File: config.mk
export PLATFORM = sky130hd
export DESIGN_NAME = fifo_wr_ctrl_flat
export DESIGN_NICKNAME = d
export VERILOG_FILES = /design/src/rtl/fifo_wr_pkg.sv /design/src/rtl/fifo_wr_ctrl_if.sv /design/src/rtl/fifo_skid_buf.sv /design/src/rtl/fifo_wr_ctrl.sv /design/src/flat_wrapper.sv
export SDC_FILE = /design/constraint.sdc
export NUM_CORES = 1
export LEC_CHECK = 0
export CORE_ASPECT_RATIO = 0.8
export CORE_MARGIN = 5
export CORE_UTILIZATION = 57
export CTS_CLUSTER_DIAMETER = 150
export CTS_CLUSTER_SIZE = 16
export DETAILED_ROUTE_END_ITERATION = 12
export PLACE_DENSITY_LB_ADDON = 0.12
export SETUP_SLACK_MARGIN = 0.05
export SLEW_MARGIN = 20
export SYNTH_ARGS = -nofsm -noshare
export SYNTH_HDL_FRONTEND = slang
export SYNTH_SLANG_ARGS = --single-unit
File: constraint.sdc
create_clock -name wclk -period 5.7 [get_ports wclk]
set_clock_uncertainty 0.15 [all_clocks]
set_input_delay 1.14 -clock wclk [delete_from_list [all_inputs] [get_ports wclk]]
set_output_delay 1.14 -clock wclk [all_outputs]
set_load 0.005 [all_outputs]
File: src/rtl/fifo_wr_pkg.sv
// Shared types and default widths for the FIFO write-side front end.
package fifo_wr_pkg;

    typedef enum logic [1:0] {
        RUN     = 2'd0,
        STALL   = 2'd1,
        TIMEOUT = 2'd2
    } wr_state_e;

    localparam int DEF_DATA_W = 8;
    localparam int DEF_CNT_W  = 16;

    typedef logic [1:0] occ_t;

endpackage

File: src/rtl/fifo_wr_ctrl_if.sv
// Producer stream plus FIFO write port, bundled for the write-side front end.
interface fifo_wr_ctrl_if #(
    parameter int DATA_W = 8
);
    logic              s_valid;
    logic              s_ready;
    logic [DATA_W-1:0] s_data;
    logic              wenable;
    logic [DATA_W-1:0] wdata;
    logic              full;

    modport master (
        output s_valid,
        output s_data,
        output full,
        input  s_ready,
        input  wenable,
        input  wdata
    );

    modport slave (
        input  s_valid,
        input  s_data,
        input  full,
        output s_ready,
        output wenable,
        output wdata
    );
endinterface

File: src/rtl/fifo_skid_buf.sv
// Two-entry skid buffer: entry0 is always the head, s_ready is registered.
module fifo_skid_buf
    import fifo_wr_pkg::*;
#(
    parameter int DATA_W = DEF_DATA_W
) (
    input  logic              wclk,
    input  logic              wrst_n,
    input  logic              push,
    input  logic              pop,
    input  logic [DATA_W-1:0] push_data,
    output occ_t              occ,
    output logic [DATA_W-1:0] head,
    output logic              ready
);

    logic [DATA_W-1:0] entry0;
    logic [DATA_W-1:0] entry1;
    occ_t              occ_next;

    // Occupancy after this cycle's push and pop.
    always_comb begin
        occ_next = occ;
        case ({push, pop})
            2'b10:   occ_next = occ + 2'd1;
            2'b01:   occ_next = occ - 2'd1;
            default: occ_next = occ;
        endcase
    end

    // Entry storage, occupancy and ready; entry0 keeps its value when the buffer drains.
    always_ff @(posedge wclk or negedge wrst_n) begin
        if (!wrst_n) begin
            entry0 <= '0;
            entry1 <= '0;
            occ    <= 2'd0;
            ready  <= 1'b0;
        end else begin
            occ   <= occ_next;
            ready <= (occ_next < 2'd2);
            if (pop) begin
                if (occ == 2'd2) begin
                    entry0 <= entry1;
                end else if (push) begin
                    entry0 <= push_data;
                end
            end else if (push) begin
                if (occ == 2'd0) begin
                    entry0 <= push_data;
                end else begin
                    entry1 <= push_data;
                end
            end
        end
    end

    assign head = entry0;

endmodule

File: src/rtl/fifo_wr_ctrl.sv
// Write-domain front end: skid buffer, full-gated FIFO writes, stats and stall timeout.
module fifo_wr_ctrl
    import fifo_wr_pkg::*;
#(
    parameter int DATA_W        = DEF_DATA_W,
    parameter int CNT_W         = DEF_CNT_W,
    parameter int STALL_TIMEOUT = 256
) (
    input  logic             wclk,
    input  logic             wrst_n,
    fifo_wr_ctrl_if.slave    bus,
    input  logic             clr_stats,
    output logic [CNT_W-1:0] wr_count,
    output logic [CNT_W-1:0] stall_count,
    output logic             timeout
);

    localparam int RL_W = $clog2(STALL_TIMEOUT + 1);
    localparam logic [RL_W-1:0] RL_LIMIT = RL_W'(STALL_TIMEOUT);

    occ_t            occ;
    logic            accept;
    logic            stall;
    wr_state_e       state_q;
    wr_state_e       state_d;
    logic [RL_W-1:0] run_len_q;
    logic [RL_W-1:0] run_len_d;
    logic [RL_W-1:0] run_len_inc;

    assign accept      = bus.s_valid & bus.s_ready;
    assign bus.wenable = (occ != 2'd0) & ~bus.full;
    assign stall       = (occ != 2'd0) & bus.full;
    assign run_len_inc = run_len_q + RL_W'(1);
    assign timeout     = (state_q == TIMEOUT);

    fifo_skid_buf #(
        .DATA_W (DATA_W)
    ) u_skid (
        .wclk      (wclk),
        .wrst_n    (wrst_n),
        .push      (accept),
        .pop       (bus.wenable),
        .push_data (bus.s_data),
        .occ       (occ),
        .head      (bus.wdata),
        .ready     (bus.s_ready)
    );

    // Write and stall statistics; a clear beats any increment in the same cycle.
    always_ff @(posedge wclk or negedge wrst_n) begin
        if (!wrst_n) begin
            wr_count    <= '0;
            stall_count <= '0;
        end else if (clr_stats) begin
            wr_count    <= '0;
            stall_count <= '0;
        end else begin
            if (bus.wenable) begin
                wr_count <= wr_count + CNT_W'(1);
            end
            if (stall && (stall_count != '1)) begin
                stall_count <= stall_count + CNT_W'(1);
            end
        end
    end

    // Stall FSM state and run-length registers.
    always_ff @(posedge wclk or negedge wrst_n) begin
        if (!wrst_n) begin
            state_q   <= RUN;
            run_len_q <= '0;
        end else begin
            state_q   <= state_d;
            run_len_q <= run_len_d;
        end
    end

    // Next state: entering TIMEOUT on the edge that completes the limiting stall cycle.
    always_comb begin
        state_d   = state_q;
        run_len_d = run_len_q;
        case (state_q)
            RUN: begin
                if (stall) begin
                    state_d   = STALL;
                    run_len_d = RL_W'(1);
                end
            end
            STALL: begin
                if (!stall) begin
                    state_d   = RUN;
                    run_len_d = '0;
                end else if (run_len_inc == RL_LIMIT) begin
                    state_d   = TIMEOUT;
                    run_len_d = '0;
                end else begin
                    run_len_d = run_len_inc;
                end
            end
            TIMEOUT: begin
                run_len_d = '0;
                if (clr_stats) begin
                    state_d = RUN;
                end
            end
            default: begin
                state_d   = RUN;
                run_len_d = '0;
            end
        endcase
    end

endmodule
File: src/flat_wrapper.sv
// flat-port wrapper written by rule: the top's interface ports become plain ports
module fifo_wr_ctrl_flat import fifo_wr_pkg::*;
#(
    parameter int DATA_W        = DEF_DATA_W,
    parameter int CNT_W         = DEF_CNT_W,
    parameter int STALL_TIMEOUT = 256
)
  (wclk, wrst_n, clr_stats, wr_count, stall_count, timeout, bus_s_valid, bus_s_data, bus_full, bus_s_ready, bus_wenable, bus_wdata);
  fifo_wr_ctrl_if #(.DATA_W(DATA_W)) bus_i ();
  input  logic wclk;
  input  logic wrst_n;
  input  logic clr_stats;
  output logic [CNT_W-1:0] wr_count;
  output logic [CNT_W-1:0] stall_count;
  output logic timeout;
  input wire logic [$bits(bus_i.s_valid)-1:0] bus_s_valid;
  input wire logic [$bits(bus_i.s_data)-1:0] bus_s_data;
  input wire logic [$bits(bus_i.full)-1:0] bus_full;
  output wire logic [$bits(bus_i.s_ready)-1:0] bus_s_ready;
  output wire logic [$bits(bus_i.wenable)-1:0] bus_wenable;
  output wire logic [$bits(bus_i.wdata)-1:0] bus_wdata;
  assign bus_i.s_valid = bus_s_valid;
  assign bus_i.s_data = bus_s_data;
  assign bus_i.full = bus_full;
  assign bus_s_ready = bus_i.s_ready;
  assign bus_wenable = bus_i.wenable;
  assign bus_wdata = bus_i.wdata;
  fifo_wr_ctrl #(.DATA_W(DATA_W), .CNT_W(CNT_W), .STALL_TIMEOUT(STALL_TIMEOUT)) u_core (.wclk(wclk), .wrst_n(wrst_n), .bus(bus_i), .clr_stats(clr_stats), .wr_count(wr_count), .stall_count(stall_count), .timeout(timeout));
endmodule
==> results of run 1 <==
flip-flops by register name (all words and copies together), names as in the netlist:
register              flops
u_core.u_skid.ready       1
u_core.run_len_q          9
u_core.u_skid.entry1      8
u_core.state_q            2
u_core.u_skid.occ         2
u_core.u_skid.head        8
u_core.wr_count          16
u_core.stall_count       16
metrics by stage:
stage	std cells	setup WS (ns)	area, um^2
global route	465	1.78	3980
CTS	465	1.86	3970
finish	465	1.82	3980
global placement	449	1.88	3780
floorplan	329	2.91	3190
detailed placement	449	1.87	3780
cell type report:
type	instances	area share
Multi-Input combinational cell	241	0.386
Sequential cell	62	0.390
Inverter	10	0.00944
Clock buffer	13	0.0425
Timing Repair Buffer	58	0.143
Tap cell	78	0.0245
Clock inverter	3	0.00440
critical path, cell delays in order:
cell and delay [ns]:
clkdlybuf4s50_1 0.52, o21ba_2 0.39, clkdlybuf4s50_1 0.54
worst paths after layout:
check / cells after the start / to / start / slack [ns]
max: 3 / bus_wenable / bus_full / 1.82
min: 1 / u_core.u_skid.entry1[4] / u_core.u_skid.entry1[4] / 0.36
max reg2reg: 6 / u_core.run_len_q[6] / u_core.run_len_q[0] / 3.36
min reg2reg: 1 / u_core.u_skid.entry1[4] / u_core.u_skid.entry1[4] / 0.36
max in group asynchronous: 2 / u_core.run_len_q[2] / wrst_n / 4.10
min in group asynchronous: 2 / u_core.stall_count[8] / wrst_n / 0.81
logic make-up after synthesis:
logic type      synth area share
xor+xnor                  0.0742
mux                       0.0601
simple gates               0.222
fa+ha+maj                 0.0196
flops                      0.487
buf+inv                   0.0334
compound gates             0.104
layer usage:
layer	wire (um)	track usage
met1	3150	0.273
met2	3230	0.315
met3	509	0.0900
met4	81	0.0635
met5	0	0
where the power goes:
| group | switching (uW) | internal, uW | leakage (uW) |
|---|---|---|---|
| Clock | 165 | 192 | 0.0000954 |
| Sequential | 79.3 | 529 | 0.000812 |
| Combinational | 178 | 194 | 0.000676 |
cell usage in the layout (no fill, tap or decap), types with 2 or more instances in the layout:
cell,n
dfrtp_1,62
clkdlybuf4s50_1,54
nor2_1,42
xnor2_1,18
nand2_1,18
o21ai_0,18
a21oi_1,18
nand3_1,17
nand4_1,13
clkbuf_8,12
nor4_1,11
inv_1,10
xor2_1,9
mux2_2,9
mux2i_1,9
nor3_1,7
or3_1,7
and4_1,6
ha_1,5
and3_1,3
buf_4,3
o21a_1,2
and2_1,2
a211o_1,2
o31ai_1,2
nor3b_1,2
clkinv_2,2
==> metrics.cfg, run 1 <==
[synthesis]
synth-seq-area-share = 0.487
synth_common_cells = dfrtp_1, nor2_1, a21oi_1
synth_most_common_cell = dfrtp_1
synth-edff-count = 0
synthCells = 329
syn_avg_cell_area_um2 = 9.69
synth_async_sr_flop_share = 1.00
synth_area_mm2 = 0.00319
synth_nets = 347
synth-seq-cells = 62
synth_warnings = 0
yosysTopAreaCellShare = 0.487
yosysUniqueCellTypes = 47
yosys.area.top_type = dfrtp_1
synth.area.top_cells = dfrtp_1, nor2_1, xnor2_1
synthFlopType = dfrtp_1

[floorplan]
pin_count = 56
coreArea_mm2 = 0.00544
die_y_um = 76.9
start_util = 0.586
die_w_um = 93.6
die_area_mm2 = 0.00720
rows = 24

[timing]
setup_viol = 0
fin_hold_ws_ns = 0.361
fmax_ghz = 0.258
tightest_slew_ns = 0.861
setup_tns_ns = 0
rsz0062_at_grt = no
post-route-min-period_ns = 3.88
slew_headroom = 0.422
final-hold-violation-count = 0
drv_slew = 0
finalCritPeriodShare = 0.681

[run]
max_cap_viol_count = 0

[drt]
wl_mm = 6.97
viasPerCell = 5.62
final_antenna_net_count = 0
route.detailed.drc = 0
wl_per_cell_um = 15.0
drt_pass1_iterations = 5
vias = 2614
drt_iter0_drc = 157

[clocking]
htree_levels = 3
worstSkewPairLatency_ns = 0.33
hold_buffers = 0
cts.root.buffer_cell = clkbuf_8
cts_inserted_buffers = 9
cts_tree = built
cts_setup_buffers = 0
cts_sinks = 62
clkTransAtPathRegs_ns = 0.06
cts.repair.resized = 0
clockBufferDepth = 2

[worst_setup_path]
critical_path_arrival_ns = 2.59
path_max_fanout = 8
required_ns = 4.41
worst_setup_path_end_kind = primary output
worst-setup-path-type = input port to primary output
start_kind = input port

[grt]
grt_util_all_layers = 0.209
overflow = 0
grt_max_degree = 63
antenna_found_initial = 0
grt_pass1_wl_mm = 12.0
grt_pass1_vias = 2522

[final_layout]
regArea_mm2 = 0.00155
antenna_cells = 0
syn_to_final_growth_pct = 24.8
drive_gt1_frac = 0.0930
finalNetCount = 400
multi_input_area_mm2 = 0.00154
postLayoutCoreUtil = 0.732
fill_cells = 399

[power_and_ir_drop]
powerDensity_mw_per_mm2 = 336
vdd_ir_drop_max_v = 0.000264
fin_total_pwr_uw = 1340
p_leak_uw = 0.00158

[worst_hold_path]
hold_class = flip-flop to flip-flop

[outcome]
outcome = complete, no violations

[placement]
detailed_place_hpwl_mm = 4.74
globalplace.congestion = 0.842
io_buffers = 55

(Power assumes the default switching activity.)
==> run 2: changes to the inputs <==
--- a/config.mk
+++ b/config.mk
@@ -7,7 +7,7 @@
 export LEC_CHECK = 0
 export CORE_ASPECT_RATIO = 0.8
 export CORE_MARGIN = 5
-export CORE_UTILIZATION = 57
+export CORE_UTILIZATION = 53
 export CTS_CLUSTER_DIAMETER = 150
 export CTS_CLUSTER_SIZE = 16
 export DETAILED_ROUTE_END_ITERATION = 12
==> constraint.sdc (replaced) <==
create_clock -name wclk -period 3.71 [get_ports wclk]
set_clock_uncertainty 0.15 [all_clocks]
set_input_delay 0.742 -clock wclk [delete_from_list [all_inputs] [get_ports wclk]]
set_output_delay 0.742 -clock wclk [all_outputs]
set_load 0.005 [all_outputs]
==> run 2 against run 1 <==
Compared with the run above:
- die area is 6.6% higher
- combinational power is 55% higher
- clock-buffer cell count is 2 lower
- sequential power is 53% higher
- critical path depth stayed put
- cell area is 1.6% higher
- critical endpoint unchanged
- global-route usage is 1.6 points lower
- critical path type unchanged
- core utilization is 4.4 points lower
- final cell count is 1.3% higher
==> metrics.cfg, run 2 (synthesis gave the netlist of run 1 again) <==
[outcome]
outcome = complete, no violations

[timing]
final-hold-violation-count = 0  ; unchanged
fmax_ghz = 0.330
tightest_slew_ns = 0.907  ; +0.0467 ns
setup_tns_ns = 0  ; unchanged
setup_viol = 0  ; unchanged
post-route-min-period_ns = 3.03
slew_headroom = 0.390  ; -0.0313
drv_slew = 0  ; unchanged
finalCritPeriodShare = 0.817
rsz0062_at_grt = no

[clocking]
htree_levels = 3  ; unchanged
cts_tree = built
cts_inserted_buffers = 9  ; unchanged
clkTransAtPathRegs_ns = 0.07  ; about the same
worstSkewPairLatency_ns = 0.33  ; about the same
clockBufferDepth = 2  ; unchanged
cts.root.buffer_cell = clkbuf_8
cts.repair.resized = 0  ; unchanged
cts_sinks = 62  ; unchanged
hold_buffers = 0  ; unchanged
cts_setup_buffers = 0  ; unchanged

[floorplan]
start_util = 0.542  ; -0.0444
die_y_um = 79.4  ; +3.2%
die_w_um = 96.7  ; +3.3%
rows = 25  ; +4.2%
coreArea_mm2 = 0.00588  ; +8.2%
pin_count = 56  ; unchanged
die_area_mm2 = 0.00767  ; +6.6%

[drt]
viasPerCell = 5.56  ; -1.2%
drt_pass1_iterations = 4  ; -1
route.detailed.drc = 0  ; unchanged
vias = 2617  ; +0.11%
wl_per_cell_um = 14.5  ; -3.2%
wl_mm = 6.83  ; -2.0%
final_antenna_net_count = 0  ; unchanged
drt_iter0_drc = 121  ; -23%

[final_layout]
antenna_cells = 0  ; unchanged
mostFrequentLayoutCells = dfrtp_1, clkdlybuf4s50_1, nor2_1, a21oi_1
syn_to_final_growth_pct = 26.9
fill_cells = 492  ; +23%
postLayoutCoreUtil = 0.687  ; -0.0444
drive_gt1_frac = 0.0974  ; +0.00441
top_regs = u_core.stall_count: 16 flops, u_core.wr_count: 16 flops, u_core.run_len_q: 9 flops
finalNetCount = 403  ; +0.75%
final_common_cell = dfrtp_1

[power_and_ir_drop]
vdd_ir_drop_max_v = 0.000382  ; +45%
p_leak_uw = 0.00162  ; +2.1%
switching_share = 0.298  ; -0.0178
seqPwrFrac = 0.427  ; -0.028
p_int_uw = 1530  ; +68%
combPwrFrac = 0.264  ; -0.014
p_switching_uw = 651  ; +54%
clockPowerShare = 0.310  ; +0.043
powerDensity_mw_per_mm2 = 540  ; +61%

[grt]
overflow = 0  ; unchanged
grt_util_all_layers = 0.193  ; -0.0163
antenna_found_initial = 0  ; unchanged
grt_pass1_vias = 2654  ; +5.2%
grt_max_degree = 29  ; -54%
grt_pass1_wl_mm = 12.2  ; +1.7%

[worst_setup_path]
path_max_fanout = 8  ; unchanged
worst_r2r_path_depth = 6  ; unchanged
worst_setup_path_end_kind = primary output
critical_path_arrival_ns = 2.14  ; -0.45 ns
worst-setup-path-type = input port to primary output
start_kind = input port
required_ns = 2.82  ; -1.59 ns

[placement]
io_buffers = 55  ; unchanged
detailed_place_hpwl_mm = 4.86  ; +2.5%
globalplace.congestion = 0.872  ; +3.6%

[worst_hold_path]
hold_class = input port to async pin

[run]
max_cap_viol_count = 0  ; unchanged

-- run 2: cell count changes in the layout (fill, tap and decap cells not counted), sizes merged --
cell / delta
clkbuf: -2
buf: +3
bufinv: +2
-- run 2: final timing paths --
kind	slack (ns)	from	end
worst max register to register	1.44	u_core.run_len_q[0]	u_core.run_len_q[6]
worst max-delay path	0.68	bus_full	bus_wenable
worst min-delay path	0.11	wrst_n	u_core.stall_count[10]
min in group wclk	0.36	u_core.u_skid.entry1[7]	u_core.u_skid.entry1[7]
worst min register to register	0.36	u_core.u_skid.entry1[7]	u_core.u_skid.entry1[7]
max in group asynchronous	2.66	wrst_n	u_core.u_skid.entry1[7]
-- run 2: layer usage --
layer | track usage | routed length [um]
met1 | 0.241 | 3160
met2 | 0.311 | 3210
met3 | 0.0764 | 398
met4 | 0.0575 | 61
met5 | 0 | 0
-- run 2: power by group through the flow --
stage	clock network, uW	logic [uW]	registers, uW
6_report	676	576	931
5_1_grt	722	661	954
4_1_cts	696	590	931
3_5_place_dp	0	588	942
3_3_place_gp	0	565	934
2_1_floorplan	0	361	905
-- run 2: area by class of cell --
class	instances	area, um^2	area share
clock buffer	11	151	0.0374
clock inverter	5	81.3	0.0201
inverter	10	37.5	0.00929
multi-input combinational	241	1530	0.378
sequential	62	1550	0.384
tap	81	101	0.0251
timing repair buffer	61	591	0.146
-- run 2: through the flow --
| step | worst slack, ns | power [uW] | cell area (um^2) | cells | hold slack, ns |
|---|---|---|---|---|---|
| CTS | 0.668 | 2220 | 4040 | 471 | 0.111 |
| finish | 0.678 | 2180 | 4040 | 471 | 0.113 |
| floorplan | 1.62 | 1270 | 3190 | 329 | 0.296 |
| global route | 0.614 | 2340 | 4040 | 471 | 0.110 |
| global placement | 0.688 | 1500 | 3810 | 455 | 0.337 |
| detailed placement | 0.662 | 1530 | 3810 | 455 | 0.345 |
-- run 2: worst max-delay path: stages --
cell	delay, ns
clkdlybuf4s50_1	0.48
o21ba_2	0.38
clkdlybuf4s50_1	0.53
==> run 3: changes to the inputs <==
--- a/config.mk
+++ b/config.mk
@@ -7,7 +7,7 @@
 export LEC_CHECK = 0
 export CORE_ASPECT_RATIO = 0.8
 export CORE_MARGIN = 5
-export CORE_UTILIZATION = 53
+export CORE_UTILIZATION = 48
 export CTS_CLUSTER_DIAMETER = 150
 export CTS_CLUSTER_SIZE = 16
 export DETAILED_ROUTE_END_ITERATION = 12
==> constraint.sdc (replaced) <==
create_clock -name wclk -period 2.6 [get_ports wclk]
set_clock_uncertainty 0.15 [all_clocks]
set_input_delay 0.52 -clock wclk [delete_from_list [all_inputs] [get_ports wclk]]
set_output_delay 0.52 -clock wclk [all_outputs]
set_load 0.005 [all_outputs]
==> run 3 against run 2 <==
Compared with the run above:
- critical path depth unchanged
- via count is 0.42% lower
- sequential share of layout area decreased by 0.71 points
- sequential power is 42% higher
- global-route usage down 1.3 points
- clock-buffer cell count rose by 1
- largest cell class unchanged
- highest routed layer unchanged
==> metrics.cfg, run 3 (synthesis gave the netlist of run 1 again) <==
[worst_hold_path]
min_path_cells = 1
min_to = u_core.u_skid.entry1[6]
hold_class = flip-flop to flip-flop
holdCritStartpoint = u_core.u_skid.entry1[6]

[grt]
overflow = 0  ; unchanged
grt_util_all_layers = 0.180  ; -0.0130
grt_pass1_wl_mm = 12.3  ; +0.57%
grt_pass1_vias = 2561  ; -3.5%
antenna_found_initial = 0  ; unchanged
grt_max_degree = 25  ; -14%

[floorplan]
die_w_um = 101  ; +4.6%
pin_count = 56  ; unchanged
coreArea_mm2 = 0.00641  ; +9.0%
start_util = 0.497  ; -0.0446
die_area_mm2 = 0.00838  ; +9.2%
rows = 26  ; +4.0%
die_y_um = 82.9  ; +4.4%

[clocking]
cts.root.buffer_cell = clkbuf_8
hold_buffers = 1  ; +1
cts_tree = built
cts_inserted_buffers = 9  ; unchanged
cts_sinks = 62  ; unchanged
clockBufferDepth = 2  ; unchanged
cts_setup_buffers = 0  ; unchanged
htree_levels = 3  ; unchanged
cts.repair.resized = 0  ; unchanged
clkTransAtPathRegs_ns = 0.06  ; about the same
worstSkewPairLatency_ns = 0.33  ; about the same

[power_and_ir_drop]
powerDensity_mw_per_mm2 = 754  ; +40%
vdd_ir_drop_max_v = 0.000669  ; +75%
p_leak_uw = 0.00166  ; +2.9%

[placement]
post-place-ws_ns = 0.143  ; -0.519 ns
detailed_place_hpwl_mm = 5.04  ; +3.7%
io_buffers = 55  ; unchanged
globalplace.congestion = 0.845  ; -3.1%
dp_cells = 467  ; +2.6%

[worst_setup_path]
r2r_start = u_core.run_len_q[1]
cp_num_buf_inv = 2  ; unchanged
critical_path_arrival_ns = 1.77  ; -0.37 ns
crit_top_cell = clkdlybuf4s50_1
worst_r2r_path_depth = 6  ; unchanged
r2r-end = u_core.run_len_q[3]
worst-setup-path-type = input port to primary output
start_kind = input port
slowest_stage = clkdlybuf4s50_1
r2r_slack_ns = 0.27  ; -1.17 ns
worst_setup_path_end_kind = primary output
required_ns = 1.93  ; -0.89 ns
critPathMaxStageDelay_ns = 0.51  ; -0.02 ns
path_cells = clkdlybuf4s50_1 -> o21ba_2 -> clkdlybuf4s50_1
critical-path-top-delay-family = buffers and inverters
path_max_fanout = 3  ; -5

[final_layout]
top_regs = u_core.stall_count: 16 flops, u_core.wr_count: 16 flops, u_core.run_len_q: 9 flops
fin_cells = 484  ; +2.8%
finalNetCount = 413  ; +2.5%
drive_gt1_frac = 0.113  ; +0.0151
mostFrequentLayoutCells = dfrtp_1, clkdlybuf4s50_1, nor2_1, a21oi_1
syn_to_final_growth_pct = 29.3
antenna_cells = 0  ; unchanged
final_common_cell = dfrtp_1

[drt]
vias = 2606  ; -0.42%
final_antenna_net_count = 0  ; unchanged
route.detailed.drc = 0  ; unchanged
drt_pass1_iterations = 4  ; unchanged
drt_iter0_drc = 105  ; -13%
viasPerCell = 5.38  ; -3.1%
wl_per_cell_um = 14.3  ; -1.7%
wl_mm = 6.90  ; +1.0%

[run]
max_cap_viol_count = 0  ; unchanged

[timing]
final-hold-violation-count = 0  ; unchanged
post-route-min-period_ns = 2.44
slew_headroom = 0.597  ; +0.207
drv_slew = 0  ; unchanged
setup_viol = 0  ; unchanged
rsz0062_at_grt = no
finalCritPeriodShare = 0.938
setup_tns_ns = 0  ; unchanged
tightest_slew_ns = 0.600  ; -0.307 ns
fmax_ghz = 0.410
setup_ws_ns = 0.161  ; -0.517 ns

[outcome]
outcome = complete, no violations

[run 3: changes by cell type in the layout (fill, tap and decap cells not counted)]
cell	previous run	this run
buf_12	0	1
buf_4	6	14
clkbuf_1	0	2
clkbuf_8	11	10
clkinv_2	1	2
clkinv_4	1	0
clkinvlp_4	1	0
dlygate4sd3_1	0	1
[run 3: cell type report]
cell class	count	area [um^2]
Clock inverter	4	70.1
Tap cell	84	105
Timing Repair Buffer	71	681
Sequential cell	62	1550
Multi-Input combinational cell	241	1530
Fill cell	528	2290
Clock buffer	12	145
Inverter	10	37.5
[run 3: per-layer routing]
layer,wire length (um),share of wire,global-route usage,vias to the layer above
met2,3100,0.45,0.267,62
met4,38,0.0055,0.0471,0
met1,3270,0.47,0.248,1228
met5,0,0,0,-
met3,488,0.071,0.0653,4
li1,-,-,-,1312
[run 3: per-stage QoR]
stage	hold slack, ns	util	area, um^2	total power, uW
after floorplan	0.0744	-	3190	1810
after global placement	0.337	0.608	3890	2190
after detailed placement	0.345	0.608	3890	2220
after CTS	0.360	0.643	4120	3150
after global routing	0.371	0.643	4120	3330
final	0.358	0.643	4120	3110
[run 3: worst max-delay path by stage]
stage | cells after the start | start | endpoint
2_1_floorplan | 6 | u_core.wr_count[3] | u_core.wr_count[15]
6_report | 3 | bus_full | bus_wenable
3_5_place_dp | 3 | bus_full | bus_wenable
3_3_place_gp | 3 | bus_full | bus_wenable
4_1_cts | 3 | bus_full | bus_wenable
5_1_grt | 6 | u_core.run_len_q[1] | u_core.run_len_q[6]
[run 3: report_power, final]
| part | internal, uW | switching (uW) |
|---|---|---|
| Clock | 564 | 349 |
| Combinational | 469 | 407 |
| Sequential | 1160 | 159 |
| Total | 2190 | 915 |
